File: config.mk
export PLATFORM = sky130hd
export DESIGN_NAME = sdram_tester_flat
export DESIGN_NICKNAME = d
export VERILOG_FILES = /design/src/rtl/sdram_tester_if.sv /design/src/rtl/sdram_tester.sv /design/src/flat_wrapper.sv
export SDC_FILE = /design/constraint.sdc
export NUM_CORES = 1
export LEC_CHECK = 0
export BUFFER_PORTS_ARGS = -buffer_cell sky130_fd_sc_hd__buf_2
export CAP_MARGIN = 0
export CELL_PAD_IN_SITES_DETAIL_PLACEMENT = 0
export CELL_PAD_IN_SITES_GLOBAL_PLACEMENT = 1
export CORE_ASPECT_RATIO = 0.7
export CORE_MARGIN = 2
export CORE_UTILIZATION = 41
export CTS_CLUSTER_DIAMETER = 80
export DETAILED_ROUTE_END_ITERATION = 12
export GPL_ROUTABILITY_DRIVEN = 0
export GPL_TIMING_DRIVEN = 0
export HOLD_SLACK_MARGIN = 0.15
export PLACE_DENSITY_LB_ADDON = 0.1
export SYNTH_ARGS = -nofsm -noshare
export SYNTH_HDL_FRONTEND = slang
export SYNTH_SLANG_ARGS = --single-unit
File: constraint.sdc
create_clock -name clk -period 5 [get_ports clk]
set_input_delay 1 -clock clk [delete_from_list [all_inputs] [get_ports clk]]
set_output_delay 1 -clock clk [all_outputs]
set_load 0.01 [all_outputs]
File: src/rtl/sdram_tester_if.sv
// Request bus between the SDRAM tester (master) and the SDRAM controller (slave).
interface sdram_tester_if #(
  parameter int addrBits = 24,
  parameter int dataBits = 16
);
  logic [addrBits-1:0] addr;
  logic                r;
  logic                w;
  logic [dataBits-1:0] dw;
  logic [dataBits-1:0] dr;
  logic                busy;

  modport master (output addr, r, w, dw, input dr, busy);
  modport slave  (input addr, r, w, dw, output dr, busy);
endinterface

File: src/rtl/sdram_tester.sv
// SDRAM bring-up traffic generator: write a pattern over 0..lastAddr, read back, compare.
// Define SDRAM_TESTER_ERRLOG_EN to capture address/expected/got of the first mismatch.
module sdram_tester #(
  parameter int bankBits = 2,
  parameter int rowBits  = 13,
  parameter int colBits  = 9,
  parameter int dataBits = 16,
  parameter logic [bankBits+rowBits+colBits-1:0] lastAddr = '1
) (
  input  logic                                 clk,
  input  logic                                 rstn,
  sdram_tester_if.master                       bus,
  output logic [7:0]                           passes,
  output logic                                 ok,
  output logic                                 fail,
  output logic [bankBits+rowBits+colBits-1:0]  errAddr,
  output logic [dataBits-1:0]                  errExp,
  output logic [dataBits-1:0]                  errGot
);
  localparam int addrBits = bankBits + rowBits + colBits;
  localparam int extBits  = addrBits + 2*dataBits;

  typedef enum logic [2:0] {
    START, WR_REQ, WR_ACK, WR_WAIT, RD_REQ, RD_ACK, RD_WAIT, HALT
  } state_t;

  state_t              state;
  logic                p;
  logic                at_last;
  logic                rd_done;
  logic                mismatch;
  logic [addrBits-1:0] addr_inc;
  logic [dataBits-1:0] exp_rd;
  logic [dataBits-1:0] exp_nxt;

  // Low word xor next word up; anything above 2*dataBits is dropped on purpose.
  function automatic logic [dataBits-1:0] pattern(input logic [addrBits-1:0] a, input logic par);
    logic [extBits-1:0] ext;
    ext = extBits'(a);
    ext = ext ^ (ext >> dataBits);
    return ext[dataBits-1:0] ^ {dataBits{par}};
  endfunction

  assign p        = passes[0];
  assign at_last  = (bus.addr == lastAddr);
  assign addr_inc = bus.addr + addrBits'(1);
  assign exp_rd   = pattern(bus.addr, p);
  assign exp_nxt  = pattern(addr_inc, p);
  assign rd_done  = (state == RD_WAIT) && !bus.busy;
  assign mismatch = (bus.dr != exp_rd);

  always_ff @(posedge clk) begin
    if (!rstn) begin
      state    <= START;
      bus.addr <= '0;
      bus.r    <= 1'b0;
      bus.w    <= 1'b0;
      bus.dw   <= '0;
      passes   <= '0;
      ok       <= 1'b0;
      fail     <= 1'b0;
    end else begin
      case (state)
        // Also covers a reset that landed while the controller was mid-operation.
        START: if (!bus.busy) begin
          bus.addr <= '0;
          bus.w    <= 1'b1;
          bus.dw   <= pattern('0, p);
          state    <= WR_REQ;
        end
        WR_REQ: if (!bus.busy) begin
          bus.w <= 1'b0;
          state <= WR_ACK;
        end
        WR_ACK: state <= WR_WAIT;
        WR_WAIT: if (!bus.busy) begin
          if (at_last) begin
            bus.addr <= '0;
            bus.r    <= 1'b1;
            state    <= RD_REQ;
          end else begin
            bus.addr <= addr_inc;
            bus.w    <= 1'b1;
            bus.dw   <= exp_nxt;
            state    <= WR_REQ;
          end
        end
        RD_REQ: if (!bus.busy) begin
          bus.r <= 1'b0;
          state <= RD_ACK;
        end
        RD_ACK: state <= RD_WAIT;
        RD_WAIT: if (rd_done) begin
          if (mismatch) begin
            fail  <= 1'b1;
            state <= HALT;
          end else if (at_last) begin
            passes <= passes + 8'd1;
            ok     <= ~ok;
            state  <= START;
          end else begin
            bus.addr <= addr_inc;
            bus.r    <= 1'b1;
            state    <= RD_REQ;
          end
        end
        HALT: begin
          bus.r <= 1'b0;
          bus.w <= 1'b0;
          fail  <= 1'b1;
        end
        default: state <= START;
      endcase
    end
  end

`ifdef SDRAM_TESTER_ERRLOG_EN
  always_ff @(posedge clk) begin
    if (!rstn) begin
      errAddr <= '0;
      errExp  <= '0;
      errGot  <= '0;
    end else if (rd_done && mismatch && !fail) begin
      errAddr <= bus.addr;
      errExp  <= exp_rd;
      errGot  <= bus.dr;
    end
  end
`else
  assign errAddr = '0;
  assign errExp  = '0;
  assign errGot  = '0;
`endif

  a_excl: assert property (@(posedge clk) disable iff (!rstn) !(bus.r && bus.w));
  a_range: assert property (@(posedge clk) disable iff (!rstn) bus.addr <= lastAddr);
  a_rd_hold: assert property (@(posedge clk) disable iff (!rstn)
    (bus.r && bus.busy) |=> (bus.r && $stable(bus.addr)));
  a_wr_hold: assert property (@(posedge clk) disable iff (!rstn)
    (bus.w && bus.busy) |=> (bus.w && $stable(bus.addr) && $stable(bus.dw)));
  a_gap: assert property (@(posedge clk) disable iff (!rstn)
    ((bus.r || bus.w) && !bus.busy) |=> !(bus.r || bus.w));
  a_halt: assert property (@(posedge clk) disable iff (!rstn)
    (state == HALT) |=> (state == HALT && fail));
endmodule

File: src/flat_wrapper.sv
// flat-port wrapper written by rule: the top's interface ports become plain ports
module sdram_tester_flat 
#(
  parameter int bankBits = 2,
  parameter int rowBits  = 13,
  parameter int colBits  = 9,
  parameter int dataBits = 16,
  parameter logic [bankBits+rowBits+colBits-1:0] lastAddr = '1
)
  (clk, rstn, passes, ok, fail, errAddr, errExp, errGot, bus_addr, bus_r, bus_w, bus_dw, bus_dr, bus_busy);
  sdram_tester_if #(.addrBits((24)), .dataBits(dataBits)) bus_i ();
  input  logic clk;
  input  logic rstn;
  output logic [7:0] passes;
  output logic ok;
  output logic fail;
  output logic [bankBits+rowBits+colBits-1:0] errAddr;
  output logic [dataBits-1:0] errExp;
  output logic [dataBits-1:0] errGot;
  output wire logic [$bits(bus_i.addr)-1:0] bus_addr;
  output wire logic [$bits(bus_i.r)-1:0] bus_r;
  output wire logic [$bits(bus_i.w)-1:0] bus_w;
  output wire logic [$bits(bus_i.dw)-1:0] bus_dw;
  input wire logic [$bits(bus_i.dr)-1:0] bus_dr;
  input wire logic [$bits(bus_i.busy)-1:0] bus_busy;
  assign bus_addr = bus_i.addr;
  assign bus_r = bus_i.r;
  assign bus_w = bus_i.w;
  assign bus_dw = bus_i.dw;
  assign bus_i.dr = bus_dr;
  assign bus_i.busy = bus_busy;
  sdram_tester #(.bankBits(bankBits), .rowBits(rowBits), .colBits(colBits), .dataBits(dataBits), .lastAddr(lastAddr)) u_core (.clk(clk), .rstn(rstn), .bus(bus_i), .passes(passes), .ok(ok), .fail(fail), .errAddr(errAddr), .errExp(errExp), .errGot(errGot));
endmodule
Yosys cells after proc, flatten, opt, wreduce, memory -nomap -nowiden
Cells that the tools add are included.
{ "classes": {"add_sub_neg": 2, "eq_ne": 19, "muxes": 33, "bitwise": 6, "n_reduce_logical": 16} }
{ "op_table": {"columns": ["operator", "n"], "rows": [
  ["$mux 24", 6],
  ["$pmux 24 s3", 1],
  ["$mux 16", 3],
  ["$pmux 16 s2", 1],
  ["$xor 16x16->16", 2],
  ["$xor 16x8->16", 2],
  ["$add 24x1->24 const B", 1],
  ["$eq 24x24->1 const B", 1],
  ["$mux 3", 8],
  ["$pmux 3 s7", 1],
  ["$ne 16x16->1", 1],
  ["$ne 2x2->1 const B", 7],
  ["$eq 3x3->1 const B", 4],
  ["$reduce_and 6->1", 2],
  ["$mux 1", 10],
  ["$add 8x1->8 const B", 1],
  ["$pmux 1 s4", 2],
  ["$reduce_and 4->1", 2],
  ["$reduce_bool 4->1", 2],
  ["$reduce_and 7->1", 1],
  ["$reduce_bool 7->1", 1],
  ["$eq 3x2->1 const B", 2],
  ["$ne 2x1->1 const B", 3],
  ["$reduce_and 5->1", 1],
  ["other kinds (9)", 11]
]} }
{ "totals": {"ff_bits": 55, "inputBits": 19, "output_inout_bits": 108, "wordCells": 84} }

Depth between registers and ports, before layout
Gate-level depths: netlist of run 1.
{ "depth": {"word_depth": 6, "depth_mapped": 11, "ltp_nobuf": 7} }

Worst setup path before layout of run 1
Ideal clock, no wire load.
{ "synth_path": {"path_type": "input port to flip-flop", "startpoint": "input port bus_dr[2]", "endpoint": "register u_core.bus.addr[18]", "setup_time_ns": 0.126, "arrival_time_ns": 2.658, "required_ns": 4.874, "path_slack_ns": 2.216, "cell_stages": 7, "path_buffers": 1, "path_cell_list": "xnor3_1 > or3b_4 > a2111oi_4 > nand4_2 > buf_6 > a22oi_1 > o22ai_1"} }
{ "synth_via": {"elab_chain_len": 3} }
{ "synth_rtl": {"columns": ["element", "line", "source"], "rows": [
  ["from (decl)", "flat_wrapper.sv:24", "input wire logic [$bits(bus_i.dr)-1:0] bus_dr;"],
  ["$ne 16x16->1", "sdram_tester.sv:50", "assign mismatch = (bus.dr != exp_rd);"],
  ["$ne 2x2->1 (no line)", null, null],
  ["$reduce_and 6->1 (no line)", null, null],
  ["to (signal assigned)", "sdram_tester.sv:82", "bus.addr <= addr_inc;"],
  ["to (signal assigned)", "sdram_tester.sv:102", "bus.addr <= addr_inc;"],
  ["to (decl)", "sdram_tester_if.sv:13", "modport master (output addr, r, w, dw, input dr, busy);"]
]} }
No other way between the ends.
A chain may end at the register's enable or synchronous reset.

Worst setup path after layout of run 1
{ "layout_path": {"startpoint": "register u_core.passes[0]", "endpoint": "register u_core.bus.addr[20]"} }
{ "layout_via": {"elab_chain_len": 4} }
{ "layout_rtl": {"columns": ["element", "line", "source"], "rows": [
  ["from (decl)", "sdram_tester.sv:13", "output logic [7:0] passes,"],
  ["from (signal assigned)", "sdram_tester.sv:98", "passes <= passes + 8'd1;"],
  ["$xor 16x16->16", "sdram_tester.sv:41", "return ext[dataBits-1:0] ^ {dataBits{par}};"],
  ["$ne 16x16->1", "sdram_tester.sv:50", null],
  ["$ne 2x2->1 (no line)", null, null],
  ["$reduce_and 6->1 (no line)", null, null]
]} }
No other way between the ends.

==> out/results.md, run 1 <==
| Quantity | Reported |
| --- | --- |
| Worst path cell trace | clkbuf_1 > clkbuf_1 > nand4_1 > a211oi_1 > nand4_2 > buf_6 > a22oi_1 > o22ai_1 |
| Count of input and output buffers | 69 |
| Clock tree skew after final layout | 4.12 ps |
| Root buffer cell | sky130_fd_sc_hd__clkbuf_16 |
| Syn Inst Count | 517 |
| Detailed placer's ending HPWL | 10.1 mm |
| Most common library cell in the layout ignoring fill and taps | sky130_fd_sc_hd__buf_2 |
| Min cycle time layout | 3220 ps |
| Cell at the slowest stage of the critical path | sky130_fd_sc_hd__a211oi_1 |
| Initial drt markers | 477 |
| Antenna diode count | 0 |
| Number of antenna violations at the first check in global routing | 0 |
| Area taken by multi-input logic gates | 2570 um2 |
| Count of cell types in the netlist | 60 |
| End-of-flow core utilization | 51.7% |
| Worst-case hold path end point | u_core.passes[7] |
| Leakage component of the power | 2.15 nW |
| Slew Limit Fails | 0 |
| Cts bufs inserted | 5 |
| Number of gates resized after cts | 0 |
| Aggregate routed wire length | 13.0 mm |
| Area Overhead vs Synth | 21.7% |
| Type of the worst min-delay path | reg2reg |
| Min-delay src | u_core.passes[7] |
| I/O pin count | 127 |
| Placeable core region | 9800 um2 |
| Die boundary width | 124 um |
| Endpoint arrival time on the critical path | 3400 ps |
| Max Cap Violations | 0 |
| Main synth FF type | sky130_fd_sc_hd__dfxtp_1 |
| Clk sink count | 55 |
| Terminus of the critical flop-to-flop path | u_core.bus.addr[20] |
| Final instance count without filler cells | 777 |
| Final-layout worst hold slack | 470 ps |
| Setup-failing EPs final | 0 |
| Post-synth top area cell | sky130_fd_sc_hd__dfxtp_1 |
| Global router's overall resource usage | 22.6% |
| Overall die area | 11,000 um2 |
| Type of the worst setup path | reg2reg |
| Launch point of the worst reg-to-reg path | u_core.passes[0] |
| First-pass DRT Iterations | 5 |
| Post-synthesis area per instance | 8.05 um2 |
| Power per Cell Area | 216 nW/um2 |
| Async SR Flop Fraction | 0% |
| Number of vias per cell | 5.34 |
| Ratio of final minimum period to clock period | 64.4% |
| Critical path endpoint category | flip-flop |
| Max-Slew Margin vs Limit | 40.9% |
| Number of nets with antenna violations after routing | 0 |
| Final routed wire length divided by cell count | 16.8 um |
| DRC | 0 |
| Final number of hold-violating endpoints | 0 |
| Count of cells along the worst hold path | 2 |
| Maximum clock insertion buffer count | 2 |
| Peak Freq | 311 MHz |
| Cells taking the most area after synthesis | sky130_fd_sc_hd__dfxtp_1, sky130_fd_sc_hd__buf_4, sky130_fd_sc_hd__xnor2_1, sky130_fd_sc_hd__nand2_1, sky130_fd_sc_hd__a21oi_1 |
| Cell seen most often among critical-path stages | sky130_fd_sc_hd__clkbuf_1 |
| Part of the Yosys area used for sequential elements | 26.5% |
| Starting utilization of the core area | 42.5% |
| TritonCTS clock tree | yes |
| Dpl ws | 1620 ps |
| Clock insertion delay at the later pin of the skew report | 300 ps |
| Crit-path max cell delay | 760 ps |
| Area fraction of the dominant cell type after synthesis | 26.5% |
| Fillers | 987 |
| Worst IR Drop VDD | 0.000183 V |
| Number of placed instances with taps included | 769 |
| Number of standard-cell rows in the floorplan | 30 |
| Most frequent cells in the layout | sky130_fd_sc_hd__buf_2, sky130_fd_sc_hd__buf_4, sky130_fd_sc_hd__conb_1, sky130_fd_sc_hd__dfxtp_1, sky130_fd_sc_hd__xnor2_1 |
| Register-to-register setup slack | 1780 ps |
| Number of synthesized register bits | 55 |
| RSZ-0062 raised after global routing | false |
| Synth Warn # | 0 |
| EDFF count, synth | 0 |
| Area of placed instances | 4870 um2 |
| Pwr Total | 1.10 mW |
| Number of global-route vias before repair | 3,610 |
| Largest fanout on the critical path | 10 |
| Summed area of non-filler cells in the final layout | 5070 um2 |
| First-pass GRT wire length | 19.4 mm |
| NumNets Final | 669 |
| Length in cells of the worst reg-to-reg path | 8 |
| WP data required | 5180 ps |
| Postcts setup bufs | 0 |
| Overflow left after global routing | 0 |
| PnR worst setup slack | 1780 ps |
| Worst setup path startpoint | u_core.passes[0] |
| Area of the mapped netlist | 4160 um2 |
| Share of final-layout standard cells stronger than drive strength 1 | 23.6% |
| Result of the run | finished clean |
| Chip Height | 88.3 um |
| Startpoint Class | flip-flop |
| Pin count of the biggest net entering global routing | 18 |
| Total Negative Setup Slacks | 0 ps |
| Pin slew with the least headroom to its limit | 881 ps |
| Vias after detailed routing | 4,152 |
| Reg area | 1100 um2 |
| CTS H-Tree Depth | 2 |
| Clock transition time at the flip-flop clock pins of the worst setup and hold paths | 80 ps |
| Cts hold-fix bufs | 0 |
==> flip-flops by register name (all words and copies together), names as in the netlist <==
register and cells:
u_core.bus.r 1, u_core.bus.dw 16, u_core.state 3, u_core.bus.addr 24, u_core.ok 1, u_core.bus.w 1, u_core.passes 8, u_core.fail 1
==> final cells by class <==
cell class | count | share of cell area [%]
buffer | 96 | 12.1
clock buffer | 5 | 2.47
timing repair buffer | 69 | 6.82
multi-input combinational | 400 | 50.8
inverter | 21 | 1.56
clock inverter | 3 | 1.33
tap | 128 | 3.16
sequential | 55 | 21.7
==> report_power, final <==
group	total [mW]	leakage [nW]	internal (mW)	switching, mW
Combinational	0.172	1.61	0.0741	0.0980
Sequential	0.457	0.446	0.450	0.00687
Clock	0.466	0.0900	0.288	0.178
Total	1.10	2.15	0.812	0.283
==> how the worst max path moves through the flow <==
stage	endpoint	slack (ps)	depth (start not counted)
3_5_place_dp	u_core.bus.addr[20]	1620	8
5_1_grt	u_core.bus.addr[20]	1710	8
3_3_place_gp	u_core.bus.addr[9]	1600	8
6_report	u_core.bus.addr[20]	1780	8
2_1_floorplan	u_core.bus.addr[18]	2220	7
4_1_cts	u_core.bus.addr[19]	1950	8
==> critical path, delay by kind of cell, from the launching register on <==
kind	cells	cell delay, ps
buf+inv	3	1060
simple gates	2	600
flops	1	360
compound gates	3	1080
==> Yosys cell counts, drive strengths merged (2+ instances only) <==
cell,number
ha,2
nand4,14
a211oi,6
and3,8
a22oi,12
xor2,13
or2,4
o211ai,2
or3,8
xor3,4
inv,21
a31oi,3
a21oi,24
o31ai,3
and2,3
mux2i,8
nand3,19
a2111oi,3
a2bb2oi,4
nand2,34
o22ai,16
clkbuf,30
nand4b,2
buf,66
nor4,5
xnor2,36
or4,2
a311oi,2
o2bb2ai,12
nor2,23
nand2b,15
dfxtp,55
and4,7
o2111ai,3
o21a,2
a221oi,3
o21ai,24
a22o,2
nor3,5
==> per-layer routing <==
layer / share of wire (%) / GRT usage [%] / vias up
li1: - / - / 1998
met4: 0.92 / 4.29 / 0
met1: 47 / 33.5 / 1939
met2: 42 / 33.0 / 201
met3: 10 / 5.99 / 14
met5: 0 / 0 / -
==> cells by family after synthesis <==
| group | synth area share, % |
|---|---|
| flip-flops | 26.5 |
| XOR/XNOR | 13.1 |
| AO/OA/AOI/OAI | 21.2 |
| multiplexers | 2.19 |
| buffers and inverters | 16.6 |
| other | 0.0901 |
| adder cells (fa/ha/maj) | 0.601 |
| AND/OR/NAND/NOR | 19.7 |
No activity file was read; power rests on OpenSTA's default activity.
==> run 2, diff against run 1 <==
--- a/config.mk
+++ b/config.mk
@@ -11,7 +11,7 @@
 export CELL_PAD_IN_SITES_GLOBAL_PLACEMENT = 1
 export CORE_ASPECT_RATIO = 0.7
 export CORE_MARGIN = 2
-export CORE_UTILIZATION = 41
+export CORE_UTILIZATION = 34
 export CTS_CLUSTER_DIAMETER = 80
 export DETAILED_ROUTE_END_ITERATION = 12
 export GPL_ROUTABILITY_DRIVEN = 0
==> constraint.sdc (replaced) <==
create_clock -name clk -period 2.9 [get_ports clk]
set_input_delay 0.58 -clock clk [delete_from_list [all_inputs] [get_ports clk]]
set_output_delay 0.58 -clock clk [all_outputs]
set_load 0.01 [all_outputs]
==> run 2 against run 1 <==
  * Clock-buffer cell count did not move
  * Cell area rose by 0.57%
  * Non-clock buffer count fell by 3
  * First-iteration DRC count fell by 40%
  * Sequential cell count did not move
  * Clock power rose by 35%
  * Die area rose by 20%
  * Critical endpoint is now u_core.bus.addr[9]
  * Largest cell class unchanged
==> out/results.md, run 2 (synthesis results as in run 1) <==
| Quantity | Reported |
| --- | --- |
| Initial drt markers | 287 |
| Crit path buffers/inverters | 2 |
| Number of nets with antenna violations after routing | 0 |
| Chip Height | 96.6 um |
| Startpoint Class | flip-flop |
| Register-to-register setup slack | 130 ps |
| Aggregate routed wire length | 13.6 mm |
| Starting utilization of the core area | 35.2% |
| Clk sink count | 55 |
| Most common library cell in the layout ignoring fill and taps | sky130_fd_sc_hd__buf_2 |
| Type of the worst setup path | reg2reg |
| Pin slew with the least headroom to its limit | 782 ps |
| End-of-flow core utilization | 43.1% |
| Biggest registers after layout | u_core.bus.addr x24, u_core.bus.dw x16, u_core.passes x8 |
| Launch point of the worst reg-to-reg path | u_core.bus.addr[18] |
| Overflow left after global routing | 0 |
| DRC | 0 |
| Largest register by flop count | u_core.bus.addr |
| Area of placed instances | 4910 um2 |
| Total Negative Setup Slacks | 0 ps |
| Share of final-layout standard cells stronger than drive strength 1 | 25.2% |
| Result of the run | finished clean |
| Critical path endpoint category | flip-flop |
| Worst IR Drop VDD | 0.000205 V |
| Cell at the slowest stage of the critical path | sky130_fd_sc_hd__dfxtp_1 |
| Clock insertion delay at the later pin of the skew report | 300 ps |
| Clock transition time at the flip-flop clock pins of the worst setup and hold paths | 80 ps |
| Pin count of the biggest net entering global routing | 18 |
| WP data required | 3090 ps |
| Final number of hold-violating endpoints | 0 |
| Cts bufs inserted | 5 |
| Number of antenna violations at the first check in global routing | 0 |
| Terminus of the critical flop-to-flop path | u_core.bus.addr[9] |
| Type of the worst min-delay path | reg2reg |
| Count of input and output buffers | 69 |
| Antenna diode count | 0 |
| Summed area of non-filler cells in the final layout | 5090 um2 |
| Final-layout worst hold slack | 477 ps |
| CTS H-Tree Depth | 2 |
| Crit-path max cell delay | 500 ps |
| Area Overhead vs Synth | 22.4% |
| Power per Cell Area | 337 nW/um2 |
| Global router's overall resource usage | 20.9% |
| Clock tree skew after final layout | 7.05 ps |
| Number of global-route vias before repair | 3,669 |
| Final instance count without filler cells | 803 |
| Leakage component of the power | 2.14 nW |
| Max Cap Violations | 0 |
| Placeable core region | 11,800 um2 |
| Final routed wire length divided by cell count | 16.9 um |
| Vias after detailed routing | 4,125 |
| First-pass GRT wire length | 20.5 mm |
| Worst setup path startpoint | u_core.bus.addr[18] |
| Slew Limit Fails | 0 |
| Largest fanout on the critical path | 10 |
| I/O pin count | 127 |
| Worst setup path endpoint | u_core.bus.addr[9] |
| Worst path cell trace | xnor3_1 > or3b_4 > a2111oi_4 > buf_4 > nand4_4 > buf_6 > a22oi_1 > o22ai_1 |
| Detailed placer's ending HPWL | 10.6 mm |
| First-pass DRT Iterations | 5 |
| Cell count along the critical path | 8 |
| TritonCTS clock tree | yes |
| Number of standard-cell rows in the floorplan | 33 |
| Die boundary width | 136 um |
| Maximum clock insertion buffer count | 2 |
| Overall die area | 13,200 um2 |
| Cell family with most CP delay | compound AO/OA/AOI/OAI gates |
| Length in cells of the worst reg-to-reg path | 8 |
| Min cycle time layout | 2770 ps |
| Number of placed instances with taps included | 798 |
| Endpoint arrival time on the critical path | 2960 ps |
| Flip-flop count of the largest register, all copies and words added | 24 |
| Root buffer cell | sky130_fd_sc_hd__clkbuf_16 |
| Peak Freq | 361 MHz |
| Max-Slew Margin vs Limit | 47.4% |
| NumNets Final | 666 |
| Most frequent cells in the layout | sky130_fd_sc_hd__buf_2, sky130_fd_sc_hd__buf_4, sky130_fd_sc_hd__conb_1, sky130_fd_sc_hd__dfxtp_1, sky130_fd_sc_hd__xnor2_1 |
| Setup-failing EPs final | 0 |
| Ratio of final minimum period to clock period | 95.5% |
| Number of vias per cell | 5.14 |
==> run 2: cell types whose count changed in the layout (fill, tap and decap cells not counted), sizes merged <==
cell | previous run | this run
clkbuf | 35 | 32
bufinv | 2 | 0
clkinvlp | 1 | 2
clkinv | 0 | 1
==> run 2: how the worst min path moves through the flow <==
stage,from,end,slack (ps),cells past startpoint
after global placement,u_core.passes[7],u_core.passes[7],460,2
after global routing,u_core.passes[7],u_core.passes[7],500,2
after CTS,u_core.passes[7],u_core.passes[7],480,2
final,u_core.passes[7],u_core.passes[7],480,2
after floorplan,u_core.passes[7],u_core.passes[7],490,2
after detailed placement,u_core.passes[7],u_core.passes[7],470,2
==> run 2: report_power, final <==
part,internal [mW],switching [mW],total (mW)
clock network,0.320,0.310,0.630
registers,0.776,0.0121,0.788
logic,0.128,0.170,0.299
total,1.22,0.492,1.72
==> run 2: layout make-up <==
| cell class | instances | area [um2] |
|---|---|---|
| tap | 157 | 196 |
| sequential | 55 | 1100 |
| timing repair buffer | 70 | 353 |
| clock buffer | 5 | 125 |
| fill | 1242 | 6710 |
| inverter | 21 | 78.8 |
| clock inverter | 3 | 20.0 |
| multi-input combinational | 400 | 2620 |
| buffer | 92 | 602 |
==> run 2: worst min-delay path, stage by stage (launching register included) <==
cell and delay [ps]:
sky130_fd_sc_hd__dfxtp_1 320, sky130_fd_sc_hd__nand2_1 60, sky130_fd_sc_hd__mux2i_1 50
==> run 2: metal layers <==
metal | global-route usage [%] | vias to the layer above | part of all wire (%)
li1 | - | 2002 | -
met1 | 31.3 | 1966 | 51
met2 | 30.5 | 150 | 41
met3 | 4.07 | 7 | 7.1
met4 | 4.69 | 0 | 0.67
met5 | 0 | - | 0
==> run 2: metrics by stage <==
stage	power, mW	setup WS [ps]
floorplan	1.02	450
global placement	1.10	-145
detailed placement	1.10	-171
CTS	1.73	27.7
global route	1.80	-0.667
finish	1.72	129
==> run 2: repair_timing <==
item                                    4_1_cts  5_1_grt
hold buffers                                  0        0
buffers inserted                              0        1
endpoints found under the setup margin       38       52
pin swaps                                     0        1
gates resized for setup                       3       13
==> run 3, diff against run 2 <==
==> constraint.sdc (replaced) <==
create_clock -name clk -period 2.3 [get_ports clk]
set_input_delay 0.46 -clock clk [delete_from_list [all_inputs] [get_ports clk]]
set_output_delay 0.46 -clock clk [all_outputs]
set_load 0.01 [all_outputs]
==> run 3 against run 2 <==
  * The flow now finishes with violations (negative setup slack)
  * Worst setup slack lost 410 ps
  * Sequential power grew 26%
  * Clock-buffer cell count is the same
  * Sequential share of layout area shrank 2.0 points
  * Critical path type unchanged
==> out/results.md, run 3 (synthesis results as in run 1) <==
| Quantity | Reported |
| --- | --- |
| Setup-failing EPs final | 41 |
| TritonCTS clock tree | yes |
| Chip Height | 96.6 um |
| Worst setup path startpoint | u_core.bus.addr[18] |
| Power per Cell Area | 387 nW/um2 |
| Slew Limit Fails | 0 |
| Clock insertion delay at the later pin of the skew report | 310 ps |
| DRC | 0 |
| PnR worst setup slack | -281 ps |
| Type of the worst min-delay path | reg2reg |
| Detailed placer's ending HPWL | 10.6 mm |
| End-of-flow core utilization | 48.6% |
| Type of the worst setup path | reg2reg |
| Clock tree skew after final layout | 5.45 ps |
| Ratio of final minimum period to clock period | 112% |
| Min cycle time layout | 2580 ps |
| Flip-flop count of the largest register, all copies and words added | 24 |
| Most common library cell in the layout ignoring fill and taps | sky130_fd_sc_hd__buf_4 |
| Dpl ws | -768 ps |
| Pin slew with the least headroom to its limit | 586 ps |
| WP data required | 2510 ps |
| Antenna diode count | 0 |
| Startpoint Class | flip-flop |
| Pin count of the biggest net entering global routing | 19 |
| Number of nets with antenna violations after routing | 0 |
| Most frequent cells in the layout | sky130_fd_sc_hd__buf_4, sky130_fd_sc_hd__buf_2, sky130_fd_sc_hd__conb_1, sky130_fd_sc_hd__dfxtp_1, sky130_fd_sc_hd__xnor2_1 |
| Final-layout worst hold slack | 478 ps |
| Vias after detailed routing | 4,296 |
| Count of input and output buffers | 69 |
| Maximum clock insertion buffer count | 2 |
| Final number of hold-violating endpoints | 0 |
| Placeable core region | 11,800 um2 |
| Pwr Total | 2.22 mW |
| Launch point of the worst reg-to-reg path | u_core.bus.addr[18] |
| Starting utilization of the core area | 35.2% |
| Cts bufs inserted | 5 |
| Total Negative Setup Slacks | -6300 ps |
| Overflow left after global routing | 0 |
| Area Overhead vs Synth | 37.9% |
| I/O pin count | 127 |
| Global router's overall resource usage | 21.7% |
| Largest fanout on the critical path | 7 |
| Critical path endpoint category | flip-flop |
| First-pass GRT wire length | 21.5 mm |
| Worst IR Drop VDD | 0.000321 V |
| Min-delay src | u_core.passes[7] |
| Max Cap Violations | 0 |
| Biggest registers after layout | u_core.bus.addr x24, u_core.bus.dw x16, u_core.passes x8 |
| Fillers | 1,225 |
| Clock transition time at the flip-flop clock pins of the worst setup and hold paths | 80 ps |
| Number of antenna violations at the first check in global routing | 0 |
| NumNets Final | 679 |
| Final routed wire length divided by cell count | 18.1 um |
| Max-Slew Margin vs Limit | 60.9% |
| Result of the run | finished with violations |
| First-pass DRT Iterations | 5 |
| Leakage component of the power | 2.43 nW |
| RSZ-0062 raised after global routing | true |
| Clk sink count | 55 |
| Reg area | 1120 um2 |
| Number of vias per cell | 5.26 |
| Largest register by flop count | u_core.bus.addr |
| Die boundary width | 136 um |
| Area taken by multi-input logic gates | 3000 um2 |
| Endpoint arrival time on the critical path | 2790 ps |
| Aggregate routed wire length | 14.8 mm |
| Share of final-layout standard cells stronger than drive strength 1 | 38.4% |
| CTS H-Tree Depth | 2 |
| Cts hold-fix bufs | 0 |
| Number of global-route vias before repair | 3,802 |
| Violations in the final reports | negative setup slack |
| Initial drt markers | 346 |
| Overall die area | 13,200 um2 |
| Peak Freq | 387 MHz |
| Root buffer cell | sky130_fd_sc_hd__clkbuf_16 |
| Number of standard-cell rows in the floorplan | 33 |
-- run 3: changes by cell type in the layout (fill, tap and decap cells not counted), sizes merged --
cell,previous run,this run
buf,135,154
clkbuf,32,26
clkinv,1,0
inv,21,22
-- run 3: cell type report --
type	instances	share of cell area [%]
Timing Repair Buffer	93	10.5
Sequential cell	55	19.6
Inverter	21	1.37
Clock buffer	5	2.18
Buffer	82	10.2
Multi-Input combinational cell	400	52.3
Clock inverter	3	0.414
Tap cell	157	3.42
-- run 3: worst paths after layout --
path / to / depth (start not counted) / slack [ps]
max: u_core.bus.addr[14] / 8 / -280
min: u_core.passes[7] / 2 / 480
max reg2reg: u_core.bus.addr[14] / 8 / -280
min reg2reg: u_core.passes[7] / 2 / 480
-- run 3: worst max-delay path: stages (launching register included) --
cell,delay [ps]
sky130_fd_sc_hd__dfxtp_4,380
sky130_fd_sc_hd__xnor3_1,390
sky130_fd_sc_hd__or3b_4,410
sky130_fd_sc_hd__a2111oi_4,280
sky130_fd_sc_hd__buf_4,190
sky130_fd_sc_hd__nand4_4,250
sky130_fd_sc_hd__buf_12,230
sky130_fd_sc_hd__a22o_1,220
sky130_fd_sc_hd__o2bb2ai_2,120
-- run 3: per-layer routing --
metal / part of all wire [%] / wire length [um] / track usage, % / vias up
li1: - / - / - / 2021
met1: 48 / 7050 / 32.6 / 2077
met2: 43 / 6410 / 31.5 / 185
met3: 8.2 / 1220 / 5.11 / 13
met4: 0.85 / 126 / 3.91 / 0
met5: 0 / 0 / 0 / -
-- run 3: stage by stage --
stage	area, um2	std cells
after global placement	4920	798
after global routing	5740	816
after detailed placement	4920	798
after floorplan	4380	572
final	5740	816
after CTS	5460	812
-- run 3: power by group --
part / switching (mW) / internal, mW / total, mW
Sequential: 0.0221 / 0.974 / 0.996
Combinational: 0.223 / 0.187 / 0.410
Clock: 0.404 / 0.409 / 0.814
-- run 3: timing repair --
item	CTS	global route
resized for setup	69	48
cloned	3	1
pin swaps	11	16
setup buffers	13	7
setup endpoints to repair	54	54
